--- src/rtl/wb_arbiter_2m_if.sv ---
// Bus bundle between two Wishbone masters, the arbiter and one slave.
// slave modport: arbiter view (takes master requests); master modport: environment view.
interface wb_arbiter_2m_if #(
    parameter int DWIDTH = 32,
    parameter int SWIDTH = 4,
    parameter int AWIDTH = 30
);
    logic              i_m0_cyc, i_m1_cyc;
    logic              i_m0_stb, i_m1_stb;
    logic              i_m0_we,  i_m1_we;
    logic [SWIDTH-1:0] i_m0_sel, i_m1_sel;
    logic [AWIDTH-1:0] i_m0_adr, i_m1_adr;
    logic [DWIDTH-1:0] i_m0_dat, i_m1_dat;
    logic [DWIDTH-1:0] o_m0_dat, o_m1_dat;
    logic              o_m0_ack, o_m1_ack;
    logic              o_m0_err, o_m1_err;
    logic              o_s_cyc, o_s_stb, o_s_we;
    logic [SWIDTH-1:0] o_s_sel;
    logic [AWIDTH-1:0] o_s_adr;
    logic [DWIDTH-1:0] o_s_dat;
    logic [DWIDTH-1:0] i_s_dat;
    logic              i_s_ack;
    logic [1:0]        o_gnt;

    modport slave (
        input  i_m0_cyc, i_m1_cyc, i_m0_stb, i_m1_stb,
        input  i_m0_we, i_m1_we, i_m0_sel, i_m1_sel,
        input  i_m0_adr, i_m1_adr, i_m0_dat, i_m1_dat,
        input  i_s_dat, i_s_ack,
        output o_m0_dat, o_m1_dat, o_m0_ack, o_m1_ack,
        output o_m0_err, o_m1_err,
        output o_s_cyc, o_s_stb, o_s_we, o_s_sel, o_s_adr, o_s_dat,
        output o_gnt
    );

    modport master (
        output i_m0_cyc, i_m1_cyc, i_m0_stb, i_m1_stb,
        output i_m0_we, i_m1_we, i_m0_sel, i_m1_sel,
        output i_m0_adr, i_m1_adr, i_m0_dat, i_m1_dat,
        output i_s_dat, i_s_ack,
        input  o_m0_dat, o_m1_dat, o_m0_ack, o_m1_ack,
        input  o_m0_err, o_m1_err,
        input  o_s_cyc, o_s_stb, o_s_we, o_s_sel, o_s_adr, o_s_dat,
        input  o_gnt
    );
endinterface

--- src/rtl/wb_arbiter_2m.sv ---
// Two-master round-robin Wishbone arbiter with per-grant stall watchdog.
// Ports: i_ck, i_rst (sync, active-high), bus (wb_arbiter_2m_if.slave).
module wb_arbiter_2m #(
    parameter int DWIDTH   = 32,
    parameter int SWIDTH   = 4,
    parameter int AWIDTH   = 30,
    parameter int TO_WIDTH = 8,
    parameter int TIMEOUT  = 255
) (
    input logic           i_ck,
    input logic           i_rst,
    wb_arbiter_2m_if.slave bus
);
    typedef enum logic [1:0] {IDLE, GNT0, GNT1} state_t;

    state_t              state, state_n;
    logic                last_gnt;
    logic [TO_WIDTH-1:0] cnt, cnt_n;

    logic              g_cyc, g_stb, g_we;
    logic [SWIDTH-1:0] g_sel;
    logic [AWIDTH-1:0] g_adr;
    logic [DWIDTH-1:0] g_dat;
    logic              hit, drive;

    logic              s_cyc, s_stb, s_we;
    logic [SWIDTH-1:0] s_sel;
    logic [AWIDTH-1:0] s_adr;
    logic [DWIDTH-1:0] s_dat;
    logic              m0_ack, m1_ack, m0_err, m1_err;

    always_ff @(posedge i_ck) begin
        if (i_rst) begin
            state    <= IDLE;
            last_gnt <= 1'b1;
            cnt      <= '0;
        end else begin
            state <= state_n;
            cnt   <= cnt_n;
            if (state_n == GNT0 && state != GNT0)
                last_gnt <= 1'b0;
            else if (state_n == GNT1 && state != GNT1)
                last_gnt <= 1'b1;
        end
    end

    always_comb begin
        state_n = state;
        cnt_n   = '0;
        s_cyc   = 1'b0;
        s_stb   = 1'b0;
        s_we    = 1'b0;
        s_sel   = '0;
        s_adr   = '0;
        s_dat   = '0;
        m0_ack  = 1'b0;
        m1_ack  = 1'b0;
        m0_err  = 1'b0;
        m1_err  = 1'b0;

        // Mux follows the registered grant, not the next one.
        g_cyc = (state == GNT1) ? bus.i_m1_cyc : bus.i_m0_cyc;
        g_stb = (state == GNT1) ? bus.i_m1_stb : bus.i_m0_stb;
        g_we  = (state == GNT1) ? bus.i_m1_we  : bus.i_m0_we;
        g_sel = (state == GNT1) ? bus.i_m1_sel : bus.i_m0_sel;
        g_adr = (state == GNT1) ? bus.i_m1_adr : bus.i_m0_adr;
        g_dat = (state == GNT1) ? bus.i_m1_dat : bus.i_m0_dat;

        hit = (TIMEOUT != 0) && (state != IDLE) &&
              (cnt == TO_WIDTH'(TIMEOUT)) && g_stb && !bus.i_s_ack;

        unique case (state)
            IDLE: begin
                if (bus.i_m0_cyc && bus.i_m1_cyc)
                    state_n = last_gnt ? GNT0 : GNT1;
                else if (bus.i_m0_cyc)
                    state_n = GNT0;
                else if (bus.i_m1_cyc)
                    state_n = GNT1;
            end
            GNT0: begin
                if (!bus.i_m0_cyc)
                    state_n = bus.i_m1_cyc ? GNT1 : IDLE;
            end
            GNT1: begin
                if (!bus.i_m1_cyc)
                    state_n = bus.i_m0_cyc ? GNT0 : IDLE;
            end
            default: state_n = IDLE;
        endcase

        // Blank the slave in a release cycle that falls back to IDLE.
        drive = (state != IDLE) && !(!g_cyc && state_n == IDLE);

        if (drive) begin
            s_cyc = g_cyc;
            s_stb = g_stb && !hit;
            s_we  = g_we;
            s_sel = g_sel;
            s_adr = g_adr;
            s_dat = g_dat;
        end

        if (state == GNT0) begin
            m0_ack = bus.i_s_ack && bus.i_m0_stb;
            m0_err = hit;
        end
        if (state == GNT1) begin
            m1_ack = bus.i_s_ack && bus.i_m1_stb;
            m1_err = hit;
        end

        // Stall counter restarts on any grant change, ack, idle strobe or hit.
        if (state != IDLE && state_n == state &&
            g_stb && !bus.i_s_ack && !hit)
            cnt_n = cnt + 1'b1;
    end

    assign bus.o_s_cyc  = s_cyc;
    assign bus.o_s_stb  = s_stb;
    assign bus.o_s_we   = s_we;
    assign bus.o_s_sel  = s_sel;
    assign bus.o_s_adr  = s_adr;
    assign bus.o_s_dat  = s_dat;
    assign bus.o_m0_ack = m0_ack;
    assign bus.o_m1_ack = m1_ack;
    assign bus.o_m0_err = m0_err;
    assign bus.o_m1_err = m1_err;
    assign bus.o_m0_dat = bus.i_s_dat;
    assign bus.o_m1_dat = bus.i_s_dat;
    assign bus.o_gnt    = {state == GNT1, state == GNT0};
endmodule

--- src/flat_wrapper.sv ---
// flat-port wrapper written by rule: the top's interface ports become plain ports
module wb_arbiter_2m_flat 
#(
    parameter int DWIDTH   = 32,
    parameter int SWIDTH   = 4,
    parameter int AWIDTH   = 30,
    parameter int TO_WIDTH = 8,
    parameter int TIMEOUT  = 255
)
  (i_ck, i_rst, bus_i_m0_cyc, bus_i_m1_cyc, bus_i_m0_stb, bus_i_m1_stb, bus_i_m0_we, bus_i_m1_we, bus_i_m0_sel, bus_i_m1_sel, bus_i_m0_adr, bus_i_m1_adr, bus_i_m0_dat, bus_i_m1_dat, bus_i_s_dat, bus_i_s_ack, bus_o_m0_dat, bus_o_m1_dat, bus_o_m0_ack, bus_o_m1_ack, bus_o_m0_err, bus_o_m1_err, bus_o_s_cyc, bus_o_s_stb, bus_o_s_we, bus_o_s_sel, bus_o_s_adr, bus_o_s_dat, bus_o_gnt);
  wb_arbiter_2m_if #(.DWIDTH(DWIDTH), .SWIDTH(SWIDTH), .AWIDTH(AWIDTH)) bus_i ();
  input logic i_ck;
  input logic i_rst;
  input wire logic [$bits(bus_i.i_m0_cyc)-1:0] bus_i_m0_cyc;
  input wire logic [$bits(bus_i.i_m1_cyc)-1:0] bus_i_m1_cyc;
  input wire logic [$bits(bus_i.i_m0_stb)-1:0] bus_i_m0_stb;
  input wire logic [$bits(bus_i.i_m1_stb)-1:0] bus_i_m1_stb;
  input wire logic [$bits(bus_i.i_m0_we)-1:0] bus_i_m0_we;
  input wire logic [$bits(bus_i.i_m1_we)-1:0] bus_i_m1_we;
  input wire logic [$bits(bus_i.i_m0_sel)-1:0] bus_i_m0_sel;
  input wire logic [$bits(bus_i.i_m1_sel)-1:0] bus_i_m1_sel;
  input wire logic [$bits(bus_i.i_m0_adr)-1:0] bus_i_m0_adr;
  input wire logic [$bits(bus_i.i_m1_adr)-1:0] bus_i_m1_adr;
  input wire logic [$bits(bus_i.i_m0_dat)-1:0] bus_i_m0_dat;
  input wire logic [$bits(bus_i.i_m1_dat)-1:0] bus_i_m1_dat;
  input wire logic [$bits(bus_i.i_s_dat)-1:0] bus_i_s_dat;
  input wire logic [$bits(bus_i.i_s_ack)-1:0] bus_i_s_ack;
  output wire logic [$bits(bus_i.o_m0_dat)-1:0] bus_o_m0_dat;
  output wire logic [$bits(bus_i.o_m1_dat)-1:0] bus_o_m1_dat;
  output wire logic [$bits(bus_i.o_m0_ack)-1:0] bus_o_m0_ack;
  output wire logic [$bits(bus_i.o_m1_ack)-1:0] bus_o_m1_ack;
  output wire logic [$bits(bus_i.o_m0_err)-1:0] bus_o_m0_err;
  output wire logic [$bits(bus_i.o_m1_err)-1:0] bus_o_m1_err;
  output wire logic [$bits(bus_i.o_s_cyc)-1:0] bus_o_s_cyc;
  output wire logic [$bits(bus_i.o_s_stb)-1:0] bus_o_s_stb;
  output wire logic [$bits(bus_i.o_s_we)-1:0] bus_o_s_we;
  output wire logic [$bits(bus_i.o_s_sel)-1:0] bus_o_s_sel;
  output wire logic [$bits(bus_i.o_s_adr)-1:0] bus_o_s_adr;
  output wire logic [$bits(bus_i.o_s_dat)-1:0] bus_o_s_dat;
  output wire logic [$bits(bus_i.o_gnt)-1:0] bus_o_gnt;
  assign bus_i.i_m0_cyc = bus_i_m0_cyc;
  assign bus_i.i_m1_cyc = bus_i_m1_cyc;
  assign bus_i.i_m0_stb = bus_i_m0_stb;
  assign bus_i.i_m1_stb = bus_i_m1_stb;
  assign bus_i.i_m0_we = bus_i_m0_we;
  assign bus_i.i_m1_we = bus_i_m1_we;
  assign bus_i.i_m0_sel = bus_i_m0_sel;
  assign bus_i.i_m1_sel = bus_i_m1_sel;
  assign bus_i.i_m0_adr = bus_i_m0_adr;
  assign bus_i.i_m1_adr = bus_i_m1_adr;
  assign bus_i.i_m0_dat = bus_i_m0_dat;
  assign bus_i.i_m1_dat = bus_i_m1_dat;
  assign bus_i.i_s_dat = bus_i_s_dat;
  assign bus_i.i_s_ack = bus_i_s_ack;
  assign bus_o_m0_dat = bus_i.o_m0_dat;
  assign bus_o_m1_dat = bus_i.o_m1_dat;
  assign bus_o_m0_ack = bus_i.o_m0_ack;
  assign bus_o_m1_ack = bus_i.o_m1_ack;
  assign bus_o_m0_err = bus_i.o_m0_err;
  assign bus_o_m1_err = bus_i.o_m1_err;
  assign bus_o_s_cyc = bus_i.o_s_cyc;
  assign bus_o_s_stb = bus_i.o_s_stb;
  assign bus_o_s_we = bus_i.o_s_we;
  assign bus_o_s_sel = bus_i.o_s_sel;
  assign bus_o_s_adr = bus_i.o_s_adr;
  assign bus_o_s_dat = bus_i.o_s_dat;
  assign bus_o_gnt = bus_i.o_gnt;
  wb_arbiter_2m #(.DWIDTH(DWIDTH), .SWIDTH(SWIDTH), .AWIDTH(AWIDTH), .TO_WIDTH(TO_WIDTH), .TIMEOUT(TIMEOUT)) u_core (.i_ck(i_ck), .i_rst(i_rst), .bus(bus_i));
endmodule
--- config.mk ---
export PLATFORM = sky130hd
export DESIGN_NAME = wb_arbiter_2m_flat
export DESIGN_NICKNAME = d
export VERILOG_FILES = /design/src/rtl/wb_arbiter_2m_if.sv /design/src/rtl/wb_arbiter_2m.sv /design/src/flat_wrapper.sv
export SDC_FILE = /design/constraint.sdc
export NUM_CORES = 1
export LEC_CHECK = 0
export BUFFER_PORTS_ARGS = -buffer_cell sky130_fd_sc_hd__buf_4
export CORE_AREA = 2 2 122 124
export DETAILED_ROUTE_END_ITERATION = 10
export DIE_AREA = 0 0 124 126
export SLEW_MARGIN = 10
export SYNTH_ARGS = -nofsm -noshare
export SYNTH_HDL_FRONTEND = slang
export SYNTH_SLANG_ARGS = --single-unit
export TNS_END_PERCENT = 1
--- constraint.sdc ---
create_clock -name i_ck -period 2 [get_ports i_ck]
set_clock_uncertainty 0.05 [all_clocks]
set_input_delay 0.3 -clock i_ck [delete_from_list [all_inputs] [get_ports i_ck]]
set_output_delay 0.3 -clock i_ck [all_outputs]
set_load 0.02 [all_outputs]
# Word-level counts from Yosys, hierarchy flattened
# Cells that the tools add are included.
# totals
register_bits,11
input_bits,173
out_inout_bits,139
wordCells,64
# classes
addsub,1
n_eq_ne,8
n_mux,27
bitwise_logic,1
n_reduce_logical,24
# op_table
op,n
32-bit 2-to-1 mux,2
30-bit 2-to-1 mux,2
1-bit logical AND,15
2-bit 2-to-1 mux,7
1-bit 2-to-1 mux,13
"8-bit by 1-bit adder with 8-bit output, second input constant",1
"8-bit == test, second input constant",1
4-bit 2-to-1 mux,2
2-bit case mux with 3 select lines,1
"2-bit by 1-bit == test with 1-bit output, second input constant",2
"2-bit == test, second input constant",2
1-bit logical NOT,4
2-bit logical NOT,2
2-bit nonzero test,2
2-bit == test,1
"2-bit by 1-bit inequality test with 1-bit output, second input constant",1
"2-bit inequality test, second input constant",1
2-bit OR reduction,1
1-bit inverter,1

# Longest topological paths before layout
# depth
depth_word,11
mapped_depth,6
ltp_nobuf,5

# Worst setup path after synthesis
# Ideal clock, no wire load.
# synth_path
path_type,reg2out
startpoint,reg u_core.state[0]
endpoint,out bus_o_s_dat[22]
arrival_ns,1.496
required_ns,1.650
setup_slack_ns,0.154
path_stages_with_launch,7
path_buffers,2
cell_sequence,dfxtp_1 > nand2b_1 > buf_4 > inv_2 > clkbuf_1 > nand2_1 > a21oi_1
# synth_via
word_cells_on_any_way,18
cone_classes,eq/ne (2); mux (9); reduce/logical (7)
# synth_lines
item,line_no,text
"start, declared",wb_arbiter_2m.sv:16,"state_t state, state_n;"
"start signal, assigned",wb_arbiter_2m.sv:38,state <= state_n;
2-bit == test *,--,
net bus_o_gnt[1],flat_wrapper.sv:40,output wire logic [$bits(bus_i.o_gnt)-1:0] bus_o_gnt;
2-bit case mux with 3 select lines or 1-bit 2-to-1 mux (tied branches),"wb_arbiter_2m.sv:72, wb_arbiter_2m.sv:62",
2-bit logical NOT or 1-bit logical NOT (tied branches),wb_arbiter_2m.sv:93,drive = (state != IDLE) && !(!g_cyc && state_n == IDLE);
1-bit logical AND,wb_arbiter_2m.sv:93,
1-bit logical NOT,wb_arbiter_2m.sv:93,
1-bit logical AND,wb_arbiter_2m.sv:93,
32-bit 2-to-1 mux *,wb_arbiter_2m.sv:95,if (drive) begin
"end, declared",flat_wrapper.sv:39,output wire logic [$bits(bus_i.o_s_dat)-1:0] bus_o_s_dat;
# Mark *: on every way through the listed nets, which the timed path passes. The rest lies on a longest branch.

# Final worst setup path
# layout_path
startpoint,reg u_core.cnt[3]
endpoint,out bus_o_m0_err
# layout_via
elab_chain_len,5
# layout_rtl
item,line_no,text
"start, declared",wb_arbiter_2m.sv:18,"logic [TO_WIDTH-1:0] cnt, cnt_n;"
"start signal, assigned",wb_arbiter_2m.sv:39,cnt <= cnt_n;
8-bit == test,wb_arbiter_2m.sv:70,(cnt == TO_WIDTH'(TIMEOUT)) && g_stb && !bus.i_s_ack;
1-bit logical AND,wb_arbiter_2m.sv:69,hit = (TIMEOUT != 0) && (state != IDLE) &&
1-bit logical AND (2 in series),wb_arbiter_2m.sv:70,
1-bit 2-to-1 mux,wb_arbiter_2m.sv:104,if (state == GNT0) begin
"end, declared",flat_wrapper.sv:32,output wire logic [$bits(bus_i.o_m0_err)-1:0] bus_o_m0_err;
# Every way passes these cells.

==> results_dict.tcl <==
set metrics [dict create \
    clock_path_buffers 2 \
    cts_tree "done" \
    syn_inst 361 \
    fin_nets 677 \
    max_freq_ghz 0.530 \
    coreArea_mm2 0.0143 \
    overflow 0 \
    dp_hpwl_um 6740 \
    antenna_cells 0 \
    grt_max_degree 36 \
    initial_utilization_pct 14.5 \
    placement.io_buffers 215 \
    dieArea_mm2 0.0156 \
    critical_path_arrival_ns 1.54 \
    status "complete, no violations" \
    dpl.cell_count 682 \
    finalCritPeriodShare_pct 94.3 \
    gp_congestion 0.790 \
    tightest_slew_ns 0.499 \
    critPathMaxStageDelay_ns 0.42 \
    cts_htree_levels 1 \
    p_per_area_mw_per_mm2 394 \
    drt-initial-drc-count 99 \
    final_common_cell "buf_4" \
    hold_viol 0 \
    dieHeight_um 126 \
    finalWorstSetupSlack_ns 0.114 \
    worstPathBufferInverterCount 1 \
    clkTransAtPathRegs_ns 0.04 \
    synth.distinct_cells 31 \
    netSwitchingFraction_pct 36.7 \
    startpoint_type "register" \
    dp_slack_ns 0.148 \
    fill_cells 1607 \
    dieWidth_um 124 \
    leakagePower_nw 1.80 \
    slew_headroom_pct 66.7 \
    peakVddDrop_mv 0.624 \
    fin_cells 686 \
    drc 0 \
    wire_per_inst_um 12.3 \
    ys_seq_elements 11 \
    slowest_stage "dfxtp_1" \
    ys_seq_area_share_pct 10.6 \
    final_cell_mix "buf_4, nand2_1, a21oi_1" \
    boundaryPins 312 \
    finalSetupTns_ns 0 \
    drt_first_pass_iters 4 \
    track_usage_pct 10.0 \
    seqPwrFrac_pct 16.4 \
    switching_power_mw 0.519 \
    syn_area_mm2 0.00207 \
    antenna_found_initial 0 \
    worstSetupEndpointType "output port" \
    clock-sinks 11 \
    worstPathRequired_ns 1.65 \
    drv_slew 0 \
    clockPowerShare_pct 25.9 \
    worst-path-max-fanout 5 \
    power_frac_comb_pct 57.7 \
    cellInternalPower_mw 0.895 \
    clockRootBuffer "clkbuf_16" \
    setup_viol 0 \
    postRouteAntennaNets 0 \
    numCtsBuffers 3 \
    post-cts-setup-buffers 0 \
    syn_nets 535 \
    timing.final.crit_period_ns 1.89 \
    hp-class "in2reg" \
    whs_ns 0.202 \
    clock_latency_ns 0.24 \
    vias 2723 \
    drive_gt1_share_pct 49.6 \
    cp_cell_sequence "nand4_1, nor4_4, nand2b_1, nor3_2, buf_4" \
    cpLargestDelayFamily "simple AND/OR/NAND/NOR gates" \
    syn_area_per_cell_um2 5.73 \
    syn_to_final_growth_pct 73.5 \
    cap_viol_max_count 0 \
    path_class "reg2out" \
    row_count 44 \
    grt_pass1_vias 2603 \
    grt_pass1_wl_um 12800 \
    yosysWarningCount 0 \
    rsz0062_at_grt "no" \
    finalWirelength_um 8420 \
    vias_per_cell 3.97 \
]
## cell usage after synthesis, drive strengths merged
cell type	n	area, µm²
and3b	1	8.76
nor3b	1	7.51
buf	72	534
ha	1	12.5
xnor2	4	35.0
dfxtp	11	220
xor2	2	17.5
and3	2	12.5
nor4	1	12.5
mux2i	1	10.0
nand4	1	6.26
inv	3	11.3
o22ai	3	18.8
a22o	1	8.76
a21boi	2	15.0
nor3	10	90.1
nand2b	5	31.3
o21ai	1	5.00
o21bai	2	18.8
or3	1	6.26
nor2	8	30.0
nand3	3	15.0
clkbuf	17	63.8
a21oi	71	355
a211oi	1	12.5
nand2	136	510
## worst reg2reg max path: stages, from the launching register on
cell and delay (ns):
dfxtp_1 0.31, buf_4 0.17, a211oi_2 0.20, o21ai_0 0.10, or3_1 0.50, nor3_2 0.20
## timing repair
action                                 4_1_cts  5_1_grt
endpoints found under the hold margin        0        0
hold buffers                                 0        0
resized for setup                            3        6
pin swaps                                    0        1
setup endpoints to repair                    3       45
## per-stage QoR
step           cell area [µm²]  utilization, %  power, mW
2_1_floorplan             2070               -      0.786
3_3_place_gp              3480            24.3       1.05
3_5_place_dp              3480            24.3       1.05
4_1_cts                   3560            24.9       1.43
5_1_grt                   3590            25.1       1.50
6_report                  3590            25.1       1.41
## sequential cells by signal, indices dropped and copies added (netlist names)
| register | flops |
|---|---|
| u_core.cnt | 8 |
| u_core.last_gnt | 1 |
| u_core.state | 2 |
## layer usage
layer,GRT usage (%),up-vias,part of all wire [%]
li1,-,1385,-
met4,4.43,0,3.7
met5,0,-,0
met2,16.9,132,49
met1,12.1,1171,38
met3,1.95,35,9.8
## area by class of cell
cell class	instances	area, µm²	share of cell area (%)
timing repair buffer	226	1760	49.1
clock buffer	3	75.1	2.09
clock inverter	1	5.00	0.139
sequential	11	221	6.17
inverter	3	11.3	0.314
tap	184	230	6.41
multi-input combinational	258	1280	35.8
## power groups by stage
stage | Clock (mW) | Sequential [mW] | Combinational [mW]
finish | 0.367 | 0.231 | 0.816
detailed placement | 0 | 0.234 | 0.815
global route | 0.381 | 0.232 | 0.891
CTS | 0.377 | 0.230 | 0.820
floorplan | 0 | 0.232 | 0.553
global placement | 0 | 0.234 | 0.814
## cells by family after synthesis
family                   synth area share (%)
adder cells (fa/ha/maj)                 0.604
AND/OR/NAND/NOR                          35.3
multiplexers                            0.484
AO/OA/AOI/OAI                            21.0
buffers and inverters                    29.4
flip-flops                               10.6
XOR/XNOR                                 2.54
## path summary, 6_finish.rpt
path                        start         endpoint  slack, ns  depth (start not counted)
hold / removal              i_rst  u_core.state[1]       0.20                          2
setup reg to reg  u_core.state[0]    u_core.cnt[4]       0.40                          5
hold reg to reg     u_core.cnt[0]    u_core.cnt[0]       0.43                          1
setup / recovery    u_core.cnt[3]     bus_o_m0_err       0.11                          5
Note: power is estimated with default switching activity, not from simulation.
